**src/rtl/n64_cart_bus_bridge.sv**
```systemverilog
// n64_cart_bus_bridge
//   Bridges the N64 cartridge AD bus to two simple request/acknowledge ports.
//   An address is assembled from two ALE strobes. When it falls inside the cart
//   window, the word at that offset is prefetched over the read port. Cart read
//   pulses return the prefetched word and then fetch the next one. Cart write
//   pulses are forwarded over the write port.
//
// Ports
//   clk, rst                        system clock, synchronous active-high reset
//   n64_ad_in / n64_ad_out / n64_ad_oe   cart AD bus sample, drive value, drive enable
//   n64_ale_h, n64_ale_l            address latch strobes (high / low half)
//   n64_read_n, n64_write_n         active-low cart read / write strobes
//   writeport_wr/addr/data/ack      write request port (four-phase handshake)
//   readport_rd/addr/data/ack       read request port (four-phase handshake)
//   read_underrun                   sticky: a read strobe arrived before its word was fetched
module n64_cart_bus_bridge #(
  parameter logic [31:0] BASE_ADDR = 32'h1000_0000,
  parameter int          ADDR_BITS = 25
) (
  input  logic        clk,
  input  logic        rst,
  input  logic [15:0] n64_ad_in,
  output logic [15:0] n64_ad_out,
  output logic        n64_ad_oe,
  input  logic        n64_ale_h,
  input  logic        n64_ale_l,
  input  logic        n64_read_n,
  input  logic        n64_write_n,
  output logic        writeport_wr,
  output logic [31:0] writeport_addr,
  output logic [15:0] writeport_data,
  input  logic        writeport_ack,
  output logic        readport_rd,
  output logic [31:0] readport_addr,
  input  logic [15:0] readport_data,
  input  logic        readport_ack,
  output logic        read_underrun
);
  typedef enum logic [2:0] {IDLE, RD_REQ, RD_REL, READY, WR_REQ, WR_REL} state_t;

  localparam logic [ADDR_BITS-1:0] STEP2 = ADDR_BITS'(2);
  localparam logic [ADDR_BITS-1:0] STEP4 = ADDR_BITS'(4);

  // Stage p0/p1: two-flop synchronizers. Stage p2: previous value for edge detect.
  // Strobe bits are {write_n, read_n, ale_l, ale_h}; they reset to their idle levels.
  logic [15:0] ad_p0, ad_p1;
  logic [3:0]  strb_p0, strb_p1, strb_p2;

  always_ff @(posedge clk) begin
    ad_p0 <= n64_ad_in;
    ad_p1 <= ad_p0;
  end

  always_ff @(posedge clk) begin
    if (rst) begin
      strb_p0 <= 4'b1100;
      strb_p1 <= 4'b1100;
      strb_p2 <= 4'b1100;
    end else begin
      strb_p0 <= {n64_write_n, n64_read_n, n64_ale_l, n64_ale_h};
      strb_p1 <= strb_p0;
      strb_p2 <= strb_p1;
    end
  end

  logic ale_h_fall, ale_l_fall, rd_fall, rd_rise, wr_rise;
  assign ale_h_fall = strb_p2[0] & ~strb_p1[0];
  assign ale_l_fall = strb_p2[1] & ~strb_p1[1];
  assign rd_fall    = strb_p2[2] & ~strb_p1[2];
  assign rd_rise    = ~strb_p2[2] & strb_p1[2];
  assign wr_rise    = ~strb_p2[3] & strb_p1[3];

  state_t               state;
  logic [15:0]          addr_hi, word_buf, wr_buf;
  logic [ADDR_BITS-1:0] offset, na_off;
  logic                 in_win, na_win, buf_valid;
  logic                 pend_new, pend_adv, pend_wr;

  logic [31:0]          new_addr, new_diff, off_ext;
  logic                 new_in, tgt_win, want_new, want_adv, want_wr, free, adv_first;
  logic [ADDR_BITS-1:0] new_off, tgt_off;
  logic [15:0]          wr_src;

  // Window decode and the merged view of fresh events plus recorded pending ones.
  always_comb begin
    new_addr  = {addr_hi, ad_p1};
    new_diff  = new_addr - BASE_ADDR;
    new_in    = (new_addr >= BASE_ADDR) && ((new_diff >> ADDR_BITS) == 32'd0);
    new_off   = new_diff[ADDR_BITS-1:0];
    tgt_off   = ale_l_fall ? new_off : na_off;
    tgt_win   = ale_l_fall ? new_in : na_win;
    wr_src    = wr_rise ? ad_p1 : wr_buf;
    want_new  = pend_new | ale_l_fall;
    want_adv  = pend_adv | (rd_rise & in_win);
    want_wr   = pend_wr | (wr_rise & in_win);
    // A handshake is only finished once the responder has dropped its ack.
    free      = (state == IDLE) || (state == READY) ||
                ((state == RD_REL) && !readport_ack) ||
                ((state == WR_REL) && !writeport_ack);
    // Recorded events replay as new_addr, advance, write; fresh simultaneous
    // cart strobes are serviced write first.
    adv_first = (state == RD_REL);
    off_ext   = 32'(offset);
  end

  assign readport_addr  = off_ext & ~32'd1;
  assign writeport_addr = off_ext & ~32'd1;

  always_ff @(posedge clk) begin
    if (rst) begin
      state          <= IDLE;
      n64_ad_oe      <= 1'b0;
      n64_ad_out     <= 16'h0000;
      readport_rd    <= 1'b0;
      writeport_wr   <= 1'b0;
      writeport_data <= 16'h0000;
      read_underrun  <= 1'b0;
      offset         <= '0;
      in_win         <= 1'b0;
      na_win         <= 1'b0;
      buf_valid      <= 1'b0;
      pend_new       <= 1'b0;
      pend_adv       <= 1'b0;
      pend_wr        <= 1'b0;
    end else begin
      if (ale_h_fall) addr_hi <= ad_p1;
      if (ale_l_fall) begin
        na_off <= new_off;
        na_win <= new_in;
      end
      if (wr_rise && in_win) wr_buf <= ad_p1;
      if (rd_fall && in_win) begin
        n64_ad_oe  <= 1'b1;
        n64_ad_out <= word_buf;
        if (!buf_valid) read_underrun <= 1'b1;
      end
      if (rd_rise && in_win) n64_ad_oe <= 1'b0;

      case (state)
        RD_REQ: if (readport_ack) begin
          word_buf    <= readport_data;
          buf_valid   <= ~want_new;
          readport_rd <= 1'b0;
          state       <= RD_REL;
        end
        WR_REQ: if (writeport_ack) begin
          writeport_wr <= 1'b0;
          state        <= WR_REL;
        end
        default: ;
      endcase

      if (!free) begin
        pend_new <= want_new;
        pend_adv <= want_adv;
        pend_wr  <= want_wr;
      end else begin
        pend_new <= 1'b0;
        if (want_new) begin
          buf_valid <= 1'b0;
          if (tgt_win) begin
            offset      <= tgt_off;
            in_win      <= 1'b1;
            readport_rd <= 1'b1;
            state       <= RD_REQ;
            pend_adv    <= want_adv;
            pend_wr     <= want_wr;
          end else begin
            // Out of window: keep the old offset, drop the bus, ignore strobes.
            in_win    <= 1'b0;
            n64_ad_oe <= 1'b0;
            state     <= IDLE;
            pend_adv  <= 1'b0;
            pend_wr   <= 1'b0;
          end
        end else if (state == WR_REL) begin
          // The completed write consumes its word; a pending advance skips one more.
          buf_valid <= 1'b0;
          if (want_adv) begin
            offset      <= offset + STEP4;
            readport_rd <= 1'b1;
            state       <= RD_REQ;
            pend_adv    <= 1'b0;
            pend_wr     <= want_wr;
          end else if (want_wr) begin
            offset         <= offset + STEP2;
            writeport_wr   <= 1'b1;
            writeport_data <= wr_src;
            state          <= WR_REQ;
            pend_wr        <= 1'b0;
          end else begin
            offset      <= offset + STEP2;
            readport_rd <= 1'b1;
            state       <= RD_REQ;
          end
        end else if (want_adv && (adv_first || !want_wr)) begin
          offset      <= offset + STEP2;
          buf_valid   <= 1'b0;
          readport_rd <= 1'b1;
          state       <= RD_REQ;
          pend_adv    <= 1'b0;
          pend_wr     <= want_wr;
        end else if (want_wr) begin
          writeport_wr   <= 1'b1;
          writeport_data <= wr_src;
          state          <= WR_REQ;
          pend_wr        <= 1'b0;
          pend_adv       <= want_adv;
        end else begin
          state    <= in_win ? READY : IDLE;
          pend_adv <= 1'b0;
          pend_wr  <= 1'b0;
        end
      end
    end
  end

endmodule

```
**config.mk**
```make
export PLATFORM = sky130hd
export DESIGN_NAME = n64_cart_bus_bridge
export DESIGN_NICKNAME = d
export VERILOG_FILES = /design/src/rtl/n64_cart_bus_bridge.sv
export SDC_FILE = /design/constraint.sdc
export NUM_CORES = 1
export LEC_CHECK = 0
export ABC_AREA = 1
export CAP_MARGIN = 10
export CORE_ASPECT_RATIO = 1.75
export CORE_MARGIN = 2
export CORE_UTILIZATION = 50
export DETAILED_ROUTE_END_ITERATION = 7
export HOLD_SLACK_MARGIN = 0.15
export PLACE_DENSITY_LB_ADDON = 0.05
export SYNTH_ARGS = -nofsm -noshare
export SYNTH_HDL_FRONTEND = slang
export SYNTH_SLANG_ARGS = --single-unit
export TNS_END_PERCENT = 50
```
**constraint.sdc**
```tcl
create_clock -name clk -period 3.56 [get_ports clk]
set_input_delay 0.534 -clock clk [delete_from_list [all_inputs] [get_ports clk]]
set_output_delay 0.534 -clock clk [all_outputs]
set_load 0.02 [all_outputs]
```
==> results by group <==
Drt
  • Antenna Violating Nets Remaining: 0
  • Via count: 6315
  • DRC: 0
  • Routed length per instance: 15.9 um
  • Initial drt markers: 277
  • Via density: 5.18
  • Pre-antenna DRT Iters: 6
  • Final wirelength: 19400 um

Power
  • Cell area power density: 516 nW/um^2
  • Leakage power: 3.82 nW
  • Worst vdd ir: 0.343 mV

Yosys
  • Synth Flop Type: dfxtp_1
  • Synthesized area per cell: 8.78 um^2
  • Async set or reset register ratio after synthesis: 0
  • Library cells used by synthesis: 43
  • Post-Syn Area: 8110 um^2
  • Number of synthesized flops with an enable pin: 72
  • Synth Instances: 924
  • Register area share after synthesis: 0.545
  • YS warnings: 0
  • Register bit total from synthesis: 185
  • Top-area cell type share of the netlist area: 0.279
  • Top cells by area, synth: dfxtp_1, edfxtp_1, nand2_1
  • Area leader, netlist: dfxtp_1

Clocking
  • Clock sinks: 185
  • TritonCTS clock tree: done
  • Root Buffer: clkbuf_16
  • Post_cts resized: 0
  • Clock latency on the worst-skew pair: 440 ps
  • Worst-path clk slew: 80 ps
  • Post-CTS Setup Bufs: 0
  • # H-tree levels: 4
  • Total CTS buffers: 17
  • Clk buf depth: 2
  • Hold Buf Count CTS: 0

Timing
  • Final hold vios: 0
  • Post-Route Setup TNS: 0 ps
  • FMAX: 0.427 GHz
  • RSZ-0062 raised after global routing: false
  • Setup-failing EPs final: 0
  • Slew Limit Fails: 0
  • Max-Slew Margin vs Limit: 0.528
  • Slew @ Worst Pin: 700 ps
  • Skew final: 15.3 ps
  • Minimum clock period: 2340 ps
  • Final Cycle Share: 0.657

Floorplan
  • # rows: 61
  • I/O pin cnt: 140
  • Core area: 15900 um^2
  • Starting Density: 0.511
  • Die Area: 17300 um^2
  • Vert. Die Dim: 173 um
  • Chip width: 100 um

Critical path
  • Kind of critical path: flop to flop
  • Arrival @ worst endpoint: 2700 ps
  • Setup crit start kind: flop
  • Critical Path End Type: flop
  • Data required time at the worst endpoint: 3920 ps
  • Critical path fanouts, max: 24

GRT
  • Initial antenna violation count: 0
  • First-pass GRT wire length: 30900 um
  • Total track usage: 0.228
  • Pin count of the biggest net entering global routing: 45
  • Vias in the first global route: 6113
  • Gr ovfl total: 0

Finish
  • ANT cells: 0
  • Fill count: 1372
  • Commonest non-fill, non-tap cell in the layout: nand2_1
  • Commonest non-fill, non-tap cells in the layout: nand2_1, clkdlybuf4s50_1, dfxtp_1
  • Area grow syn2layout: 21.2%
  • Layout cells sized above 1: 0.117
  • Post-route cell area: 9830 um^2
  • Final nets: 1060

Placed design
  • Placed cell area: 9230 um^2
  • DP Wirelength: 13700 um
  • PortBufs: 123
  • Placer Congestion: 0.905

Outcome
  • Outcome: finished clean

Job
  • Maxcap violations: 0

Worst hold path
  • Hold crit path type: flop to flop
-- worst paths after layout --
path               start         end  slack (ps)  cells past startpoint
min reg2reg     ad_p0[3]    ad_p1[3]         320                      0
max          addr_hi[12]  offset[19]        1220                     11
min             ad_p0[3]    ad_p1[3]         320                      0
max reg2reg  addr_hi[12]  offset[19]        1220                     11
-- cell families after synthesis --
group	Yosys count	share of synthesized area
flip-flops	185	0.545
XOR/XNOR	6	0.00648
multiplexers	15	0.0207
adder cells (fa/ha/maj)	3	0.00463
AO/OA/AOI/OAI	112	0.0762
AND/OR/NAND/NOR	449	0.249
other	1	0.000462
buffers and inverters	153	0.0975
-- final cells by class --
cell class                 instances  area (um^2)  share of cell area
sequential                       185         4420               0.450
multi-input combinational        601         2960               0.301
timing repair buffer             133         1310               0.134
clock buffer                      19          453              0.0461
inverter                          79          299              0.0304
tap                              189          236              0.0240
clock inverter                    13          149              0.0151
-- synthesized netlist by cell type (all sizes together) (2+ instances only) --
library cell and number:
mux2 14, ha 3, inv 78, o21a 2, edfxtp 72, nor3 8, xnor2 2, o21ai 53
or2 16, xor2 4, buf 59, nand2 218, nand3 75, nand4 11, dfxtp 113, o211ai 3
a21oi 49, clkbuf 15, nor2 120
-- metal layers --
layer  global-route usage  wire (um)
met4                0.108        765
met2                0.411      10300
met1                0.247       7590
met3               0.0475        795
met5                    0          0
-- worst max-delay path, stage by stage, from the launching register on --
cell      delay (ps)
edfxtp_1         340
inv_1             50
ha_1             270
nand2_1           50
nor3_1           130
nand3_1          130
nand3_1          210
nand3_2          500
buf_4            370
nand2_1           60
nand2_1           50
a21oi_1          110
-- registers in the layout, summed over array words and instances, names as in the netlist, 4 cells and up --
| register | flops |
|---|---|
| na_off | 24 |
| offset | 24 |
| ad_p0 | 16 |
| ad_p1 | 16 |
| addr_hi | 16 |
| n64_ad_out | 16 |
| word_buf | 16 |
| wr_buf | 16 |
| writeport_data | 16 |
| strb_p0 | 4 |
| strb_p1 | 4 |
| strb_p2 | 4 |
-- power breakdown --
group          switching, mW  internal [mW]
sequential             0.111           2.31
clock                  0.909          0.983
combinational          0.473          0.288
-- through the flow --
stage	hold WS (ps)	instances	worst slack, ps	power, mW	utilization
after floorplan	310	939	1090	2.99	-
after global placement	310	1187	1170	3.22	0.582
after detailed placement	312	1187	1140	3.23	0.582
after CTS	323	1219	1250	5.12	0.619
after global routing	331	1219	1060	5.28	0.619
final	319	1219	1220	5.07	0.619
No activity file was read; power rests on OpenSTA's default activity.
